File: config.mk
export PLATFORM = sky130hd
export DESIGN_NAME = ff_input_cond
export DESIGN_NICKNAME = d
export VERILOG_FILES = /design/src/rtl/ff_pkg.sv /design/src/rtl/ff_debounce.sv /design/src/rtl/ff_input_cond.sv
export SDC_FILE = /design/constraint.sdc
export NUM_CORES = 1
export LEC_CHECK = 0
export BUFFER_PORTS_ARGS = -buffer_cell sky130_fd_sc_hd__buf_2
export CORE_MARGIN = 5
export CORE_UTILIZATION = 60
export CTS_CLUSTER_SIZE = 14
export DETAILED_ROUTE_END_ITERATION = 12
export PLACE_DENSITY = 0.77
export SYNTH_ARGS = -nofsm -noshare
export SYNTH_HDL_FRONTEND = slang
export SYNTH_HIERARCHICAL = 1
export SYNTH_SLANG_ARGS = --single-unit
export TNS_END_PERCENT = 20
File: constraint.sdc
create_clock -name clk_12mhz -period 2.4 [get_ports clk_12mhz]
set_input_delay 0.72 -clock clk_12mhz [delete_from_list [all_inputs] [get_ports clk_12mhz]]
set_output_delay 0.72 -clock clk_12mhz [all_outputs]
set_load 0.005 [all_outputs]
File: src/rtl/ff_pkg.sv
// Shared switch-bus indices, coin shaper state type and default timing constants
// for the foodfight cabinet input conditioner.
package ff_pkg;

    localparam int SW_TEST    = 0;
    localparam int SW_THROW2  = 1;
    localparam int SW_THROW1  = 2;
    localparam int SW_COINAUX = 3;
    localparam int SW_START2  = 4;
    localparam int SW_START1  = 5;
    localparam int SW_COIN2   = 6;
    localparam int SW_COIN1   = 7;
    localparam int SW_CNTRR   = 8;
    localparam int SW_CNTRL   = 9;
    localparam int SW_WIDTH   = 10;

    localparam int TICK_CYCLES_DEF      = 12000;
    localparam int DB_TICKS_DEF         = 8;
    localparam int COIN_PULSE_TICKS_DEF = 50;
    localparam int COIN_GAP_TICKS_DEF   = 50;

    typedef enum logic [1:0] {
        IDLE     = 2'd0,
        PULSE    = 2'd1,
        GAP      = 2'd2,
        WAIT_REL = 2'd3
    } coin_state_e;

    // Coin channel order on coin_evt: [0] coinaux, [1] coin2, [2] coin1.
    function automatic int coin_bit(input int ch);
        case (ch)
            0:       return SW_COINAUX;
            1:       return SW_COIN2;
            default: return SW_COIN1;
        endcase
    endfunction

endpackage

File: src/rtl/ff_debounce.sv
// One switch bit: two-flop synchronizer followed by a tick-counted debouncer.
module ff_debounce
    import ff_pkg::*;
#(
    parameter int DB_TICKS = DB_TICKS_DEF
) (
    input  logic clk_12mhz,
    input  logic reset_n,
    input  logic raw,
    input  logic tick,
    output logic db
);
    localparam int CW = $clog2(DB_TICKS) + 1;
    localparam logic [CW-1:0] CNT_LAST = CW'(DB_TICKS - 1);

    logic          sync1_q, sync1_d;
    logic          sync2_q, sync2_d;
    logic          db_q, db_d;
    logic [CW-1:0] cnt_q, cnt_d;

    always_comb begin
        sync1_d = raw;
        sync2_d = sync1_q;
        db_d    = db_q;
        cnt_d   = cnt_q;
        if (sync2_q == db_q) begin
            cnt_d = '0;
        end else if (tick) begin
            if (cnt_q == CNT_LAST) begin
                db_d  = sync2_q;
                cnt_d = '0;
            end else begin
                cnt_d = cnt_q + 1'b1;
            end
        end
    end

    always_ff @(posedge clk_12mhz or negedge reset_n) begin
        if (!reset_n) begin
            sync1_q <= 1'b0;
            sync2_q <= 1'b0;
            db_q    <= 1'b0;
            cnt_q   <= '0;
        end else begin
            sync1_q <= sync1_d;
            sync2_q <= sync2_d;
            db_q    <= db_d;
            cnt_q   <= cnt_d;
        end
    end

    assign db = db_q;

endmodule

File: src/rtl/ff_input_cond.sv
// Cabinet switch conditioner: sync + debounce of ten switches, coin credit shaping.
// Coin pulse shaping is built only when FF_COIN_SHAPE_EN is defined.
//   state    | meaning
//   IDLE     | waiting for an accepted coin press
//   PULSE    | credit pulse high for COIN_PULSE_TICKS ticks
//   GAP      | forced low time of COIN_GAP_TICKS ticks
//   WAIT_REL | switch still closed after the gap, waiting for release
module ff_input_cond
    import ff_pkg::*;
#(
    parameter int TICK_CYCLES      = TICK_CYCLES_DEF,
    parameter int DB_TICKS         = DB_TICKS_DEF,
    parameter int COIN_PULSE_TICKS = COIN_PULSE_TICKS_DEF,
    parameter int COIN_GAP_TICKS   = COIN_GAP_TICKS_DEF
) (
    input  logic       clk_12mhz,
    input  logic       reset_n,
    input  logic [9:0] sw_raw,
    output logic [9:0] sw_clean,
    output logic [2:0] coin_evt
);
    localparam int PW = (TICK_CYCLES > 1) ? $clog2(TICK_CYCLES) : 1;
    localparam logic [PW-1:0] PRE_LAST = PW'(TICK_CYCLES - 1);

    logic [PW-1:0] pre_q, pre_d;
    logic          tick_q, tick_d;
    logic [9:0]    db;
    logic [2:0]    coin_db, coin_rise;
    logic [2:0]    coin_prev_q, coin_prev_d;
    logic [2:0]    coin_level, coin_strobe;
    logic [9:0]    sw_clean_q, sw_clean_d;
    logic [2:0]    coin_evt_q, coin_evt_d;

    always_comb begin
        tick_d = (pre_q == PRE_LAST);
        pre_d  = tick_d ? '0 : pre_q + 1'b1;
    end

    for (genvar i = 0; i < SW_WIDTH; i++) begin : g_db
        ff_debounce #(.DB_TICKS(DB_TICKS)) u_db (
            .clk_12mhz (clk_12mhz),
            .reset_n   (reset_n),
            .raw       (sw_raw[i]),
            .tick      (tick_q),
            .db        (db[i])
        );
    end

    assign coin_db     = {db[SW_COIN1], db[SW_COIN2], db[SW_COINAUX]};
    assign coin_prev_d = coin_db;
    assign coin_rise   = coin_db & ~coin_prev_q;

`ifdef FF_COIN_SHAPE_EN
    localparam int TMAX = (COIN_PULSE_TICKS > COIN_GAP_TICKS) ? COIN_PULSE_TICKS : COIN_GAP_TICKS;
    localparam int TW   = $clog2(TMAX + 1);
    localparam logic [TW-1:0] PULSE_LOAD = TW'(COIN_PULSE_TICKS);
    localparam logic [TW-1:0] GAP_LOAD   = TW'(COIN_GAP_TICKS);
    localparam logic [TW-1:0] T_ONE      = TW'(1);

    for (genvar c = 0; c < 3; c++) begin : g_coin
        coin_state_e   state_q, state_d;
        logic [TW-1:0] tcnt_q, tcnt_d;
        logic          start;

        always_comb begin
            state_d = state_q;
            tcnt_d  = tcnt_q;
            start   = 1'b0;
            case (state_q)
                IDLE: begin
                    if (coin_rise[c]) begin
                        state_d = PULSE;
                        tcnt_d  = PULSE_LOAD;
                        start   = 1'b1;
                    end
                end
                PULSE: begin
                    if (tick_q) begin
                        if (tcnt_q == T_ONE) begin
                            state_d = GAP;
                            tcnt_d  = GAP_LOAD;
                        end else begin
                            tcnt_d = tcnt_q - 1'b1;
                        end
                    end
                end
                GAP: begin
                    if (tick_q) begin
                        if (tcnt_q == T_ONE) begin
                            state_d = coin_db[c] ? WAIT_REL : IDLE;
                        end else begin
                            tcnt_d = tcnt_q - 1'b1;
                        end
                    end
                end
                WAIT_REL: begin
                    if (!coin_db[c]) state_d = IDLE;
                end
                default: state_d = IDLE;
            endcase
        end

        always_ff @(posedge clk_12mhz or negedge reset_n) begin
            if (!reset_n) begin
                state_q <= IDLE;
                tcnt_q  <= '0;
            end else begin
                state_q <= state_d;
                tcnt_q  <= tcnt_d;
            end
        end

        // Output taken from the next state so the level rises with the strobe.
        assign coin_level[c]  = (state_d == PULSE);
        assign coin_strobe[c] = start;
    end
`else
    logic [31:0] unused_coin_cfg;
    assign unused_coin_cfg = COIN_PULSE_TICKS + COIN_GAP_TICKS;
    assign coin_level      = coin_db;
    assign coin_strobe     = coin_rise;
`endif

    always_comb begin
        sw_clean_d             = db;
        sw_clean_d[SW_COINAUX] = coin_level[0];
        sw_clean_d[SW_COIN2]   = coin_level[1];
        sw_clean_d[SW_COIN1]   = coin_level[2];
        coin_evt_d             = coin_strobe;
    end

    always_ff @(posedge clk_12mhz or negedge reset_n) begin
        if (!reset_n) begin
            pre_q       <= '0;
            tick_q      <= 1'b0;
            coin_prev_q <= '0;
            sw_clean_q  <= '0;
            coin_evt_q  <= '0;
        end else begin
            pre_q       <= pre_d;
            tick_q      <= tick_d;
            coin_prev_q <= coin_prev_d;
            sw_clean_q  <= sw_clean_d;
            coin_evt_q  <= coin_evt_d;
        end
    end

    assign sw_clean = sw_clean_q;
    assign coin_evt = coin_evt_q;

endmodule

# Word-level counts from Yosys, hierarchy flattened
# Cells that the tools add are included.
# W data, S select, Z words.
# word_totals
regBits,101
output_inout_bits,13
word_cells,140
# op_classes
addsub,11
eq_ne,21
n_mux,31
bitwise,12
n_reduce_logical,20
# op_table
op,n
$mux W4,30
$add A4 B1 Y4 const B,10
$eq A4 B3 Y1 const B,10
$reduce_and A3 Y1,10
$reduce_bool A2 Y1,10
$add A14 B1 Y14 const B,1
$eq A14 B14 Y1 const B,1
$mux W14,1
$eq A1 B1 Y1,10
$not A1 Y1,10
$and A3 B3 Y3,1
$not A3 Y3,1

# Longest topological paths before layout
# Gate-level depths: netlist of the first run.
# logic_depth
ltp_word,4
mapped_depth,5
mapped_depth_nobuf,5

# By module
# Netlist of the first run, hierarchy kept.
# by_module_without_submodules
mod,n_inst,cells_per_inst,area_per_inst_um2,seq_area_each_um2
ff_debounce,10,24,297.8,175.2
ff_input_cond,1,81,1082.3,700.7

# Least setup slack after synthesis of the first run
# OpenSTA, ideal clock, no wires.
# synth_timing
path_kind,reg-to-reg
start,reg tick_q
end,reg g_db[0].u_db.cnt_q[3]
setup_ns,0.073
arrival_ns,1.910
required_ns,2.327
path_slack_ns,0.416
stages_incl_launch_ff,4
n_path_buf,0
period_less_slack_ns,1.984
path_cell_list,dfrtp_1 -> nand4_1 -> or3_1 -> a21oi_2
# synth_via
elab_chain_len,1
# synth_lines
element,line,rtl
start: declaration,ff_input_cond.sv:26,"logic tick_q, tick_d;"
start signal: assignment,ff_input_cond.sv:141,tick_q <= tick_d;
$reduce_bool A2 Y1 (no line),-,
end signal: assignment,ff_debounce.sv:48,cnt_q <= cnt_d;
end: declaration,ff_debounce.sv:19,"logic [CW-1:0] cnt_q, cnt_d;"
# No other way between the ends.
# A chain may end at the register's enable or synchronous reset.

==> metrics, run 1 <==
Non-Filler Instances=445; Post-CTS Hold Fix Bufs=0; Final Skew=0.009349 ns; Port Buffers=24; cell chain of the critical path=buf_2; worst reg2reg path depth=4; main area contributors after synthesis=dfrtp_1 60%, xnor2_1 3.9%, ha_1 3.7%; cell with the most instances after synthesis=dfrtp_1; max incr delay on CP=0.40 ns; final hold viol count=0; H-tree depth=3; Synth Area in Simple Gates=20.09%; post-synthesis mux area share=5.239%; Post-Route WL=5942 µm; synthesis-to-finish area growth=12.20%; metal1 wirelength=2715 µm; cell accounting for the most synthesized area=dfrtp_1; core area=6681 µm²; outcome=finished, final reports clean; adder-cell share of the synthesized area=3.698%; crit-path max FO=2; main combinational cell family by area after synthesis=simple AND/OR/NAND/NOR gates; peak supply drop=0.5353 mV; crit path DAT=0.88 ns; Async SR Flop Fraction=100.0%; overall power=2856 µW; gp weighted congestion=0.7281; Final #Nets=384; post-route ant nets=0; # DRC=0; EDFF count, synth=0; post-synth top area share=60.40%; first-pass GRT wire length=11030 µm; post-detail-place hpwl=4035 µm; Final Critical Period=1.603 ns; CTS tree=done; cell family with most CP delay=flip-flops; vias in the first global route=2532; synthesis warning total=6; DR vias=2490; Die W=92.26 µm; Rows=30; commonest cells in the netlist=98 x dfrtp_1, 30 x nor2_1, 24 x nand2_1; placed cell area=4339 µm²; final slew viol count=0; Tcrit/Tclk final=66.81%; Yosys cell types=28; RSZ-0062 raised after global routing=no; met2 wire len=2945 µm; FF+latch count, synth=98; Ports=25; CTS Sinks=98; Longest Clk Path Bufs=2; Vias/cell=5.596; post_cts resized=0; Initial DRT Pass Iterations=4; Setup Buffers After CTS=0; Post-Synth XOR/XNOR Area=6.903%; final setup TNS=0 ns; Die Ht=92.26 µm; Cell Area, Synth=4060 µm²; Initial Util=60.77%; DR top layer=met4; CP Data Required Time=1.68 ns; Crit path depth=1; routed length per instance=13.35 µm; slew of the pin with the lowest slew margin=0.4806 ns; total CTS buffers=9; post-synthesis sequential area ratio=60.40%; DRT iter0 DRCs=121; post-synthesis compound-gate area fraction=3.390%; crit path buf inv count=1; die area=8512 µm²; LEAKAGE=0.002004 µW; Setup CP Type=reg2out; pwr dens=626.9 nW/µm²; max-cap violations=0; grt total ovfl=0; Slew HR=67.73%; met3 wire length=214 µm; pin count of the biggest net entering global routing=51; cell count after synthesis=321; syn nets=345; Reg clk slew, reported paths=0.09 ns; CTS root buf=clkbuf_8; Post-synth top flop=dfrtp_1; global-route usage over all layers=16.19%; Max Clk Rate=0.6237 GHz; Placed Instances=429; hold slack=0.2803 ns; Slowest cell on crit path=dfrtp_1; Syn Area/Cell=12.65 µm²; share of cells above drive strength 1=20.00%; initial antenna violation count=0; Clock Latency Late Sink=0.35 ns; antenna fix cells=0; Hold Crit Class=in2async; final setup violation count=0; Design Area, Final=4556 µm²; element type at the critical path start=flop; CP Capture Type=primary output
==> state kept, by name, indices dropped and copies added, names as in the netlist <==
signal             cells
g_db.u_db/sync2_q     10
g_db.u_db/sync1_q     10
g_db.u_db/db          10
tick_q                 1
pre_q                 14
sw_clean               8
coin_prev_q            2
g_db.u_db/cnt_q       40
coin_evt               3
==> path summary, 6_finish.rpt <==
kind / slack, ns / end / start
worst min register to register: 0.36 / g_db[8].u_db/sync2_q / g_db[8].u_db/sync1_q
worst max-delay path: 0.80 / sw_clean[3] / coin_prev_q[0]
min in group clk_12mhz: 0.36 / g_db[8].u_db/sync2_q / g_db[8].u_db/sync1_q
worst max register to register: 0.85 / g_db[3].u_db/cnt_q[3] / tick_q
max in group asynchronous: 1.52 / g_db[7].u_db/cnt_q[1] / reset_n
worst min-delay path: 0.28 / coin_evt[1] / reset_n
==> layout by cell type (no fill, tap or decap), types with 2 or more instances in the layout <==
cell type	n
buf_2	23
mux2_2	10
a21oi_1	10
nor2_2	2
bufinv_16	2
nor2_1	30
buf_4	4
nand4_1	12
nand3_1	5
a21oi_2	10
buf_12	2
nor4_2	3
nand3b_1	20
nand2_1	24
or3_1	10
clkbuf_8	9
xor2_1	14
clkinvlp_4	2
xnor2_1	18
mux2i_1	10
nand2b_1	10
nor2b_1	4
nand4b_1	10
ha_1	12
dfrtp_1	97
==> through the flow <==
step	worst slack, ns	utilization [%]
2_1_floorplan	0.4161	-
3_3_place_gp	0.9353	64.94
3_5_place_dp	0.8629	64.94
4_1_cts	0.7655	68.18
5_1_grt	0.7426	68.18
6_report	0.7965	68.18
==> layout make-up <==
cell class / instances / area [µm²]
Sequential cell: 98 / 2454
Fill cell: 487 / 2126
Multi-Input combinational cell: 221 / 1597
Timing Repair Buffer: 29 / 185.2
Clock buffer: 10 / 127.6
Tap cell: 80 / 100.1
Clock inverter: 6 / 88.84
Inverter: 1 / 3.754
==> report_power, final <==
part           switching [µW]  internal [µW]  total (µW)
Sequential               8.35           1670        1670
Clock                     531            589        1120
Combinational            44.5           16.6        61.1
Total                     584           2270        2860
==> cells by family (layout without fill, tap and decap cells) <==
kind of cell | Yosys count | count (layout)
flops | 98 | 98
simple gates | 137 | 137
fa+ha+maj | 12 | 12
compound gates | 20 | 20
xor+xnor | 32 | 32
mux | 20 | 20
buf+inv | 2 | 46
==> per-layer routing <==
metal,global-route usage [%],vias up
li1,-,1203
met1,20.45,1252
met2,26.52,25
met3,5.496,10
met4,4.827,0
met5,0,-
No activity file was read; power rests on OpenSTA's default activity.
==> run 2, diff against run 1 <==
clock period = 1.5 ns   (was 2.4 ns; I/O delays follow)
==> metrics, run 2 (synthesized netlist as in run 1, its figures left out) <==
outcome=finished, final reports clean; commonest non-fill, non-tap cell in the layout=dfrtp_1; post-detail-place hpwl=4256 µm (+5.5%); final hold viol count=0 (unchanged); CTS root buf=clkbuf_8; commonest non-fill, non-tap cells in the layout=97 x dfrtp_1, 30 x nor2_1, 24 x nand2_1; gp weighted congestion=0.7548 (+3.7%); cell family with most CP delay=flip-flops; global-route usage over all layers=16.13% (-0.059 points); Die Ht=92.26 µm (unchanged); Die W=92.26 µm (unchanged); Placed Instances=436 (+1.6%); min-delay src=sw_raw[2]; # DRC=0 (unchanged); synthesis-to-finish area growth=14.42%; Setup CP Type=reg2reg; vias in the first global route=2496 (-1.4%); pwr dens=974.2 nW/µm² (+55%); top flop regs=g_db.u_db/cnt_q x40, pre_q x14; grt total ovfl=0 (unchanged); Ports=25 (unchanged); Rows=30 (unchanged); Final Critical Period=1.400 ns; max incr delay on CP=0.63 ns (+0.23 ns); peak supply drop=0.6031 mV (+13%); routed length per instance=13.90 µm (+4.1%); max-cap violations=0 (unchanged); crit path buf inv count=1 (unchanged); Initial Util=60.77% (unchanged); LEAKAGE=0.002059 µW (+2.7%); final setup violation count=0 (unchanged); Non-Filler Instances=454 (+2.0%); Clock Latency Late Sink=0.35 ns (about the same); slew of the pin with the lowest slew margin=0.4441 ns (-0.03650 ns); Final #Nets=393 (+2.3%); Tcrit/Tclk final=93.36%; crit-path max FO=24 (+22); Hold Crit Class=in2reg; Max Clk Rate=0.7141 GHz; Longest Clk Path Bufs=2 (unchanged); RSZ-0062 raised after global routing=no; Post-Route WL=6310 µm (+6.2%); Slew HR=70.18% (+2.5 points); element type at the critical path start=flop; final slew viol count=0 (unchanged); crit path DAT=1.64 ns (+0.76 ns); die area=8512 µm² (unchanged); Reg clk slew, reported paths=0.09 ns (about the same); filler cell count=499 (+2.5%); CTS Sinks=98 (unchanged); Slowest cell on crit path=dfrtp_4; CP Data Required Time=1.74 ns (+0.06 ns); max reg flops=40 (unchanged); DRT iter0 DRCs=79 (-35%); worst reg2reg path depth=3 (-1); Critical Path Start=tick_q; Final Skew=0.007499 ns (-0.001850 ns); Top reg by flops=g_db.u_db/cnt_q; Crit Reg-Reg Startpoint=tick_q; total CTS buffers=9 (unchanged); CTS tree=done; CP Capture Type=flop; hold path depth=1; DR vias=2505 (+0.60%); hold slack=0.1987 ns (-0.08159 ns); first-pass GRT wire length=11060 µm (+0.31%); H-tree depth=3 (unchanged); core area=6681 µm² (unchanged); post-route ant nets=0 (unchanged); initial antenna violation count=0 (unchanged); Initial DRT Pass Iterations=4 (unchanged); antenna fix cells=0 (unchanged); cell chain of the critical path=buf_16 > nand4b_1 > mux2_2; final setup TNS=0 ns (unchanged); Vias/cell=5.518 (-1.4%); share of cells above drive strength 1=22.19% (+2.2 points); pin count of the biggest net entering global routing=46 (-9.8%); Crit path depth=3 (+2); Port Buffers=24 (unchanged)
-- run 2: stage by stage --
| step | total power (µW) | worst slack, ns | instance area (µm²) | utilization [%] |
|---|---|---|---|---|
| 2_1_floorplan | 2752 | 0.1291 | 4064 | - |
| 3_3_place_gp | 2837 | 0.1205 | 4394 | 65.77 |
| 3_5_place_dp | 2840 | 0.05125 | 4394 | 65.77 |
| 4_1_cts | 4591 | 0.02600 | 4616 | 69.08 |
| 5_1_grt | 4729 | 0.009295 | 4646 | 69.53 |
| 6_report | 4526 | 0.09957 | 4646 | 69.53 |
-- run 2: path summary, 6_finish.rpt --
check / end / slack (ns)
worst max-delay path: g_db[3].u_db/db / 0.1
worst min-delay path: g_db[2].u_db/sync1_q / 0.20
worst max register to register: g_db[3].u_db/db / 0.1
worst min register to register: g_db[9].u_db/sync2_q / 0.35
max in group asynchronous: tick_q / 0.49
min in group asynchronous: coin_evt[0] / 0.51
-- run 2: metal layers --
layer,wire length (µm),up-vias,track usage (%)
met1,2912,1250,21.08
met2,3146,35,26.64
met3,236,2,4.184
met4,15,0,4.703
met5,0,-,0
li1,-,1218,-
-- run 2: repair_timing --
item	in CTS	in global routing
hold endpoints to repair	17	0
hold buffers	1	0
endpoints found under the setup margin	0	20
setup buffers	0	1
gates resized for setup	0	1
-- run 2: cell type report --
class                      instances  area [µm²]  share of cell area (%)
clock inverter                     5       60.06                   1.293
multi-input combinational        221        1599                   34.42
timing repair buffer              38       275.3                   5.925
sequential                        98        2456                   52.87
inverter                           1       3.754                 0.08080
tap                               80       100.1                   2.155
clock buffer                      11       151.4                   3.259
-- run 2: report_power, final --
| group | switching [µW] | internal (µW) |
|---|---|---|
| Combinational | 71.2 | 31.8 |
| Clock | 872 | 871 |
| Sequential | 13.0 | 2670 |
==> run 3, diff against run 2 <==
CELL_PAD_IN_SITES_DETAIL_PLACEMENT = 2   (was unset)
CELL_PAD_IN_SITES_GLOBAL_PLACEMENT = 2   (was unset)
CORE_UTILIZATION = 42   (was 60)
==> metrics, run 3 (synthesized netlist as in run 1, its figures left out) <==
routed length per instance=16.77 µm (+21%); Final #Nets=394 (+0.25%); Ports=25 (unchanged); core area=9328 µm² (+40%); vias in the first global route=2972 (+19%); slew of the pin with the lowest slew margin=0.4925 ns (+0.04834 ns); Initial DRT Pass Iterations=4 (unchanged); grt total ovfl=0 (unchanged); Longest Clk Path Bufs=2 (unchanged); H-tree depth=3 (unchanged); Post-Route WL=8452 µm (+34%); LEAKAGE=0.002042 µW (-0.81%); final hold viol count=0 (unchanged); CTS tree=done; Clock Latency Late Sink=0.36 ns (about the same); Final Skew=0.008731 ns (+0.001232 ns); post-route ant nets=0 (unchanged); DRT iter0 DRCs=65 (-18%); pwr dens=914.0 nW/µm² (-6.2%); max-cap violations=0 (unchanged); outcome=finished, final reports clean; DR vias=2590 (+3.4%); Top reg by flops=g_db.u_db/cnt_q; crit path DAT=1.66 ns (+0.02 ns); first-pass GRT wire length=14640 µm (+32%); CTS root buf=clkbuf_8; filler cell count=935 (+87%); Worst Slack Setup Final=0.09702 ns (-0.002549 ns); pin count of the biggest net entering global routing=27 (-41%); # DRC=0 (unchanged); multi-input logic area=1605 µm² (+0.39%); Final Critical Period=1.403 ns (+0.002549 ns); gp weighted congestion=0.7364 (-2.4%); max reg flops=40 (unchanged); reg-to-reg slack, setup=0.1 ns (about the same); post-detail-place hpwl=5873 µm (+38%); CTS Sinks=98 (unchanged); Die Ht=108.3 µm (+17%); die area=11730 µm² (+38%); final slew viol count=0 (unchanged); Rows=35 (+17%); antenna fix cells=0 (unchanged); crit-path max FO=22 (-8.3%); top flop regs=g_db.u_db/cnt_q x40, pre_q x14; element type at the critical path start=flop; total CTS buffers=9 (unchanged); Register Area=2456 µm² (unchanged); DP Worst Slack=-0.006980 ns (-0.05823 ns); Tcrit/Tclk final=93.53% (+0.17 points); synthesis-to-finish area growth=15.16%; Initial Util=43.53% (-17 points); Port Buffers=24 (unchanged); placed cell area=4476 µm² (+1.9%); Design Area, Final=4676 µm² (+0.65%); share of cells above drive strength 1=22.13% (-0.059 points); global-route usage over all layers=15.94% (-0.20 points); Reg clk slew, reported paths=0.09 ns (about the same); Slew HR=66.93% (-3.2 points); CP Data Required Time=1.76 ns (+0.02 ns); Vias/cell=5.139 (-6.9%); commonest non-fill, non-tap cells in the layout=97 x dfrtp_1, 30 x nor2_1, 24 x nand2_1; Setup CP Type=reg2reg; Hold Crit Class=in2reg; commonest non-fill, non-tap cell in the layout=dfrtp_1; initial antenna violation count=0 (unchanged); CP Capture Type=flop; final setup violation count=0 (unchanged); Die W=108.3 µm (+17%); final setup TNS=0 ns (unchanged); peak supply drop=0.5435 mV (-9.9%); Max Clk Rate=0.7128 GHz (-0.18%)
run 3: cell count changes in the layout (fill, tap and decap cells not counted), sizes merged:
cell / delta
clkinv: +3
buf: +1
bufinv: -1
inv: -2
run 3: worst paths after layout:
path                       depth (start not counted)                  from                     to
min reg2reg                                        0  g_db[0].u_db/sync1_q   g_db[0].u_db/sync2_q
max reg2reg                                        3                tick_q        g_db[4].u_db/db
max                                                3                tick_q        g_db[4].u_db/db
max in group asynchronous                          3               reset_n              pre_q[10]
min                                                1             sw_raw[1]   g_db[1].u_db/sync1_q
min in group asynchronous                          2               reset_n  g_db[3].u_db/cnt_q[3]
run 3: routing by layer:
layer	routed length, µm	vias to the layer above	global-route usage [%]
met3	241	12	4.060
met1	3650	1332	19.50
li1	-	1220	-
met5	0	-	0
met4	129	0	5.681
met2	4431	26	27.31
run 3: stage by stage:
stage	hold WS (ns)	util, %	instances	power, µW
floorplan	0.1544	-	321	2752
global placement	0.3320	47.98	486	2851
detailed placement	0.3358	47.98	486	2855
CTS	0.1550	49.99	504	4378
global route	0.1539	50.13	504	4495
finish	0.1809	50.13	504	4274
run 3: layout make-up:
| class | instances | share of cell area [%] |
|---|---|---|
| Clock buffer | 11 | 2.810 |
| Clock inverter | 5 | 0.6690 |
| Inverter | 1 | 0.08028 |
| Multi-Input combinational cell | 221 | 34.33 |
| Sequential cell | 98 | 52.53 |
| Tap cell | 129 | 3.452 |
| Timing Repair Buffer | 39 | 6.128 |
run 3: power breakdown:
group          internal [µW]  leakage (µW)  switching (µW)  total [µW]
sequential              2670       0.00131            14.1        2680
clock                    598     0.0000831             879        1480
combinational           38.5      0.000652            77.1         116
run 3: repair_timing:
item | 4_1_cts | 5_1_grt
endpoints found under the setup margin | 2 | 7
buffers inserted | 1 | 0
pin swaps | 0 | 1
hold endpoints to repair | 16 | 0
cloned | 0 | 0
gates resized for setup | 0 | 3
hold buffers | 1 | 0
run 3: worst max-delay path, stage by stage, from the launching register on:
cell and delay, ns:
dfrtp_4 0.62, buf_8 0.22, nand4b_1 0.11, mux2_2 0.33
